==> config.mk <==
export PLATFORM = sky130hd
export DESIGN_NAME = mem_port_arbiter
export DESIGN_NICKNAME = d
export VERILOG_FILES = /design/src/rtl/mem_port_arbiter_pkg.sv /design/src/rtl/mem_port_arbiter_prio.sv /design/src/rtl/mem_port_arbiter.sv
export SDC_FILE = /design/constraint.sdc
export NUM_CORES = 1
export LEC_CHECK = 0
export CORE_AREA = 3 3 145 147
export CTS_CLUSTER_SIZE = 8
export DETAILED_ROUTE_END_ITERATION = 7
export DIE_AREA = 0 0 148 150
export PLACE_DENSITY_LB_ADDON = 0.08
export SLEW_MARGIN = 0
export SYNTH_ARGS = -nofsm -noshare
export SYNTH_HDL_FRONTEND = slang
export SYNTH_SLANG_ARGS = --single-unit
==> constraint.sdc <==
create_clock -name clk_i -period 3.8 [get_ports clk_i]
set_clock_uncertainty 0.15 [all_clocks]
set_input_delay 0.76 -clock clk_i [delete_from_list [all_inputs] [get_ports clk_i]]
set_output_delay 0.76 -clock clk_i [all_outputs]
set_load 0.01 [all_outputs]
==> src/rtl/mem_port_arbiter_pkg.sv <==
// rtl/mem_port_arbiter_pkg.sv - shared encodings and defaults for the memory port arbiter
package mem_port_arbiter_pkg;

    typedef enum logic [1:0] {
        ARB_IDLE  = 2'd0,
        ARB_ISSUE = 2'd1,
        ARB_WAIT  = 2'd2,
        ARB_RESP  = 2'd3
    } arb_state_e;

    typedef enum logic {
        OWN_IF = 1'b0,
        OWN_DM = 1'b1
    } owner_e;

    localparam int STARVE_MAX_DEF = 4;

    function automatic int cnt_width(input int max_val);
        return (max_val < 1) ? 1 : $clog2(max_val + 1);
    endfunction

endpackage

==> src/rtl/mem_port_arbiter_prio.sv <==
// rtl/mem_port_arbiter_prio.sv - data-first grant decision with fetch starvation counter
module mem_port_arbiter_prio
    import mem_port_arbiter_pkg::*;
#(
    parameter int STARVE_MAX = STARVE_MAX_DEF
) (
    input  logic clk_i,
    input  logic rst,
    input  logic if_eligible_i,
    input  logic dm_req_i,
    input  logic grant_i,
    output logic grant_if_o
);

    localparam int            CW      = cnt_width(STARVE_MAX);
    localparam logic [CW-1:0] CNT_MAX = CW'(STARVE_MAX);

    logic [CW-1:0] starve_cnt_q;
    logic [CW-1:0] starve_cnt_d;

    always_comb begin
        grant_if_o   = if_eligible_i & (~dm_req_i | (starve_cnt_q == CNT_MAX));
        starve_cnt_d = starve_cnt_q;
        if (grant_i) begin
            if (grant_if_o) begin
                starve_cnt_d = '0;
            end else if (if_eligible_i && (starve_cnt_q != CNT_MAX)) begin
                starve_cnt_d = starve_cnt_q + CW'(1);
            end
        end
    end

    always_ff @(posedge clk_i) begin
        if (!rst) begin
            starve_cnt_q <= '0;
        end else begin
            starve_cnt_q <= starve_cnt_d;
        end
    end

endmodule

==> src/rtl/mem_port_arbiter.sv <==
// rtl/mem_port_arbiter.sv - shares one memory port between fetch and the memory stage
module mem_port_arbiter
    import mem_port_arbiter_pkg::*;
#(
    parameter int PC_WIDTH   = 32,
    parameter int XLEN       = 32,
    parameter int STARVE_MAX = STARVE_MAX_DEF
) (
    input  logic                clk_i,
    input  logic                rst,
    input  logic                if_req_i,
    input  logic [PC_WIDTH-1:0] if_addr_i,
    input  logic                if_flush_i,
    output logic                if_rvalid_o,
    output logic [XLEN-1:0]     if_rdata_o,
    output logic                if_busy_o,
    input  logic                dm_req_i,
    input  logic                dm_we_i,
    input  logic [3:0]          dm_wstrb_i,
    input  logic [XLEN-1:0]     dm_addr_i,
    input  logic [XLEN-1:0]     dm_wdata_i,
    output logic                dm_rvalid_o,
    output logic [XLEN-1:0]     dm_rdata_o,
    output logic                dm_busy_o,
    output logic                mem_req_o,
    output logic                mem_we_o,
    output logic [3:0]          mem_wstrb_o,
    output logic [XLEN-1:0]     mem_addr_o,
    output logic [XLEN-1:0]     mem_wdata_o,
    input  logic                mem_gnt_i,
    input  logic                mem_rvalid_i,
    input  logic [XLEN-1:0]     mem_rdata_i
);

    arb_state_e      state_q, state_d;
    owner_e          owner_q, owner_d;
    logic            drop_q, drop_d;
    logic            we_q, we_d;
    logic [3:0]      wstrb_q, wstrb_d;
    logic [XLEN-1:0] addr_q, addr_d;
    logic [XLEN-1:0] wdata_q, wdata_d;
    logic [XLEN-1:0] rdata_q, rdata_d;

    logic if_eligible;
    logic grant;
    logic grant_if;
    logic resp;

    assign if_eligible = if_req_i & ~if_flush_i;

    mem_port_arbiter_prio #(
        .STARVE_MAX (STARVE_MAX)
    ) u_prio (
        .clk_i         (clk_i),
        .rst           (rst),
        .if_eligible_i (if_eligible),
        .dm_req_i      (dm_req_i),
        .grant_i       (grant),
        .grant_if_o    (grant_if)
    );

    always_comb begin
        state_d = state_q;
        owner_d = owner_q;
        drop_d  = drop_q;
        we_d    = we_q;
        wstrb_d = wstrb_q;
        addr_d  = addr_q;
        wdata_d = wdata_q;
        rdata_d = rdata_q;
        grant   = 1'b0;
        case (state_q)
            ARB_IDLE: begin
                if (if_eligible || dm_req_i) begin
                    grant   = 1'b1;
                    state_d = ARB_ISSUE;
                    drop_d  = 1'b0;
                    if (grant_if) begin
                        owner_d = OWN_IF;
                        we_d    = 1'b0;
                        wstrb_d = '0;
                        addr_d  = XLEN'(if_addr_i);
                        wdata_d = '0;
                    end else begin
                        owner_d = OWN_DM;
                        we_d    = dm_we_i;
                        wstrb_d = dm_wstrb_i;
                        addr_d  = dm_addr_i;
                        wdata_d = dm_wdata_i;
                    end
                end
            end
            ARB_ISSUE: if (mem_gnt_i) state_d = ARB_WAIT;
            ARB_WAIT: begin
                if (mem_rvalid_i) begin
                    rdata_d = mem_rdata_i;
                    state_d = ARB_RESP;
                end
            end
            ARB_RESP: state_d = ARB_IDLE;
            default:  state_d = ARB_IDLE;
        endcase
        // A redirected fetch still drains on the memory side; only its response is hidden.
        if (if_flush_i && (owner_q == OWN_IF) &&
            ((state_q == ARB_ISSUE) || (state_q == ARB_WAIT))) begin
            drop_d = 1'b1;
        end
    end

    always_ff @(posedge clk_i) begin
        if (!rst) begin
            state_q <= ARB_IDLE;
            owner_q <= OWN_IF;
            drop_q  <= 1'b0;
            we_q    <= 1'b0;
            wstrb_q <= '0;
            addr_q  <= '0;
            wdata_q <= '0;
            rdata_q <= '0;
        end else begin
            state_q <= state_d;
            owner_q <= owner_d;
            drop_q  <= drop_d;
            we_q    <= we_d;
            wstrb_q <= wstrb_d;
            addr_q  <= addr_d;
            wdata_q <= wdata_d;
            rdata_q <= rdata_d;
        end
    end

    assign resp        = (state_q == ARB_RESP);
    assign mem_req_o   = (state_q == ARB_ISSUE);
    assign mem_we_o    = mem_req_o & we_q;
    assign mem_wstrb_o = mem_req_o ? wstrb_q : '0;
    assign mem_addr_o  = mem_req_o ? addr_q : '0;
    assign mem_wdata_o = mem_req_o ? wdata_q : '0;

    assign if_rvalid_o = resp & (owner_q == OWN_IF) & ~drop_q & ~if_flush_i;
    assign dm_rvalid_o = resp & (owner_q == OWN_DM);
    assign if_rdata_o  = if_rvalid_o ? rdata_q : '0;
    assign dm_rdata_o  = (dm_rvalid_o & ~we_q) ? rdata_q : '0;
    assign if_busy_o   = if_req_i & ~if_rvalid_o;
    assign dm_busy_o   = dm_req_i & ~dm_rvalid_o;

endmodule

==> impl_metrics.ini, run 1 <==
[worst_setup_path]
crit_chain = clkdlybuf4s50_1 > nor4b_4 > buf_4 > and2_1 > clkdlybuf4s50_1
critPathSlowestCell = clkdlybuf4s50_1
reg2reg_depth = 6
critical_path_class = in -> out
cp-start-kind = primary input
rrSetupSlack_ns = 1.84
crit_required_ns = 2.89
path_buf_inv = 3
r2r-end = wdata_q[5]
cp_slowest_stage_delay_ns = 0.56
crit_top_cell = clkdlybuf4s50_1
crit_path_end_kind = output port
crit_fanout = 34
timing.rr.start = state_q[0]
crit_family = buffers and inverters
arrival_ns = 2.61

[min_path]
min_to = wdata_q[15]
whs_path_depth = 2
worstHoldStart = wdata_q[15]
min_path_type = reg -> reg

[global_routing]
overflow = 0
top_usage_layer = met2
use_met3_pct = 6.118
grt_use_total_pct = 15.69
use_met1_pct = 18.83
use_met2_pct = 26.31
grt_pass1_wl_mm = 28.04
antenna_found_initial = 0
grt_max_degree = 90
grt_pass1_vias = 5216

[sta]
setup_viol = 0
hold_viol = 0
fin_crit_sh_pct = 92.58
drv_slew = 0
worst_slew_pin_slew_ns = 0.5804
slew_headroom_pct = 61.31
period_needed_ns = 3.518
timing.fmax_ghz = 0.2843
fin_setup_tns_ns = 0
rsz0062_at_grt = false

[clock_tree]
post-cts-setup-buffers = 0
cts-root-buf = clkbuf_16
cts_sinks = 108
cts.htree.levels = 3
cts_tree = done
cts_resized = 0
clk_latency_ns = 0.35
cts_buffers = 9
clockBufferDepth = 2
clk_pin_slew_ns = 0.08
hold_buffers = 0

[synth]
synthTopCellsByArea = dfxtp_1 40%, and2_1 16%, nand2_1 9.8%
seq_area_frac_synth_pct = 40.37
synth_area_leader_cell = dfxtp_1
ys_warn_count = 0
synth_cell_types = 32
syn_avg_cell_area_um2 = 7.784
postSynthCellCount = 688
syn_area_mm2 = 0.005355
synth_flop_cell = dfxtp_1
yosysMostFrequentCell = nand2_1
async_reset_ff_share_pct = 0
synth_top_area_share_pct = 40.37
synth-edff-count = 0
synth_seq_cells = 108
synth_common_cells = 140 x nand2_1, 136 x and2_1, 108 x dfxtp_1
synth_nets = 835

[cells_and_area]
n_antenna_cell = 0
fin_nets = 1078
drive_above_1_share_pct = 7.158
area_delta_synth_final_pct = 61.26

[drt]
viasPerCell = 4.430
drt_iter0_markers = 248
drc = 0
dr.pass1.iters = 4
via_count = 5343
drtAntennaViolNets = 0
wl_mm = 17.93
wire_per_inst_um = 14.87

[floorplanning]
rows = 52
start_util_pct = 26.72
die_x_um = 148
num_io_pins = 278
coreArea_mm2 = 0.02004
chipHeight_um = 150
dieArea_mm2 = 0.02220

[power]
leakagePower_uw = 0.003228
peakVddDrop_v = 0.0002271
power_density_mw_per_mm2 = 433.7
power_uw = 3745

[flow_run]
drv_cap = 0

[place]
dp_hpwl_mm = 12.26
gp_congestion = 0.7243
io_buffers = 277

[outcome]
outcome = finished clean
how the worst max path moves through the flow:
| stage | start | end | slack, ns | cells past startpoint |
|---|---|---|---|---|
| after floorplan | if_flush_i | if_rdata_o[22] | 1.25 | 3 |
| after global placement | if_flush_i | if_rdata_o[26] | 0.35 | 5 |
| after detailed placement | if_flush_i | if_rdata_o[21] | 0.30 | 5 |
| after CTS | if_flush_i | if_rdata_o[23] | 0.29 | 5 |
| after global routing | if_flush_i | if_rdata_o[20] | 0.16 | 5 |
| final | if_flush_i | if_rdata_o[23] | 0.28 | 5 |
report_power, final:
| part | switching (uW) | leakage, uW | internal [uW] | total [uW] |
|---|---|---|---|---|
| Combinational | 724 | 0.00219 | 600 | 1320 |
| Sequential | 101 | 0.000885 | 1350 | 1450 |
| Clock | 454 | 0.000150 | 516 | 969 |
| Total | 1280 | 0.00323 | 2470 | 3750 |
area by class of cell:
cell class	instances	area [um^2]
sequential	108	2162
clock inverter	7	75.07
multi-input combinational	518	2919
inverter	5	18.77
tap	270	337.8
timing repair buffer	289	2898
clock buffer	9	225.2
fill	2158	11400
sequential cells by signal, indices dropped and copies added, names as in the netlist:
name                 flops
drop_q                   1
rdata_q                 32
addr_q                  32
wdata_q                 32
u_prio.starve_cnt_q      3
owner_q                  1
state_q                  2
wstrb_q                  4
we_q                     1
through the flow:
| step | hold slack [ns] | cells | utilization (%) | setup slack, ns | cell area (um^2) |
|---|---|---|---|---|---|
| 6_report | 0.3130 | 1206 | 43.09 | 0.2821 | 8636 |
| 5_1_grt | 0.3365 | 1206 | 43.09 | 0.1650 | 8636 |
| 4_1_cts | 0.3131 | 1206 | 43.09 | 0.2872 | 8636 |
| 3_5_place_dp | 0.3009 | 1190 | 41.60 | 0.2984 | 8335 |
| 3_3_place_gp | 0.2960 | 1190 | 41.60 | 0.3462 | 8335 |
| 2_1_floorplan | 0.2821 | 688 | - | 1.247 | 5355 |
cells by family after synthesis:
kind of cell	Yosys count	synth area share, %
AO/OA/AOI/OAI	177	20.70
adder cells (fa/ha/maj)	7	1.635
buffers and inverters	62	5.514
flip-flops	108	40.37
AND/OR/NAND/NOR	334	31.78
layout by cell type (no fill, tap or decap), types with 9 or more instances in the layout:
cell             count
a21oi_1             56
buf_4               10
clkdlybuf4s50_1    276
dfxtp_1            108
o21ai_2             20
clkbuf_16            9
o21ai_0             50
nand2_1            139
nand3_1             38
and2_1             136
a21boi_0            33
a21oi_2             10
worst min-delay path, cell delays in order (launching register included):
cell and delay, ns:
dfxtp_1 0.32, nand3_1 0.06, o21ai_1 0.05
per-layer routing:
layer,vias to the layer above,part of all wire (%)
met3,12,9.9
met1,2416,43
met2,174,46
met4,0,1.1
met5,-,0
li1,2741,-
No activity file was read; power rests on OpenSTA's default activity.
==> run 2, diff against run 1 <==
--- a/config.mk
+++ b/config.mk
@@ -6,6 +6,7 @@
 export NUM_CORES = 1
 export LEC_CHECK = 0
 export CORE_AREA = 3 3 145 147
+export CTS_CLUSTER_DIAMETER = 150
 export CTS_CLUSTER_SIZE = 8
 export DETAILED_ROUTE_END_ITERATION = 7
 export DIE_AREA = 0 0 148 150
==> results of run 2 <==
The final DEF is identical to that of run 1; final timing and power are the same.
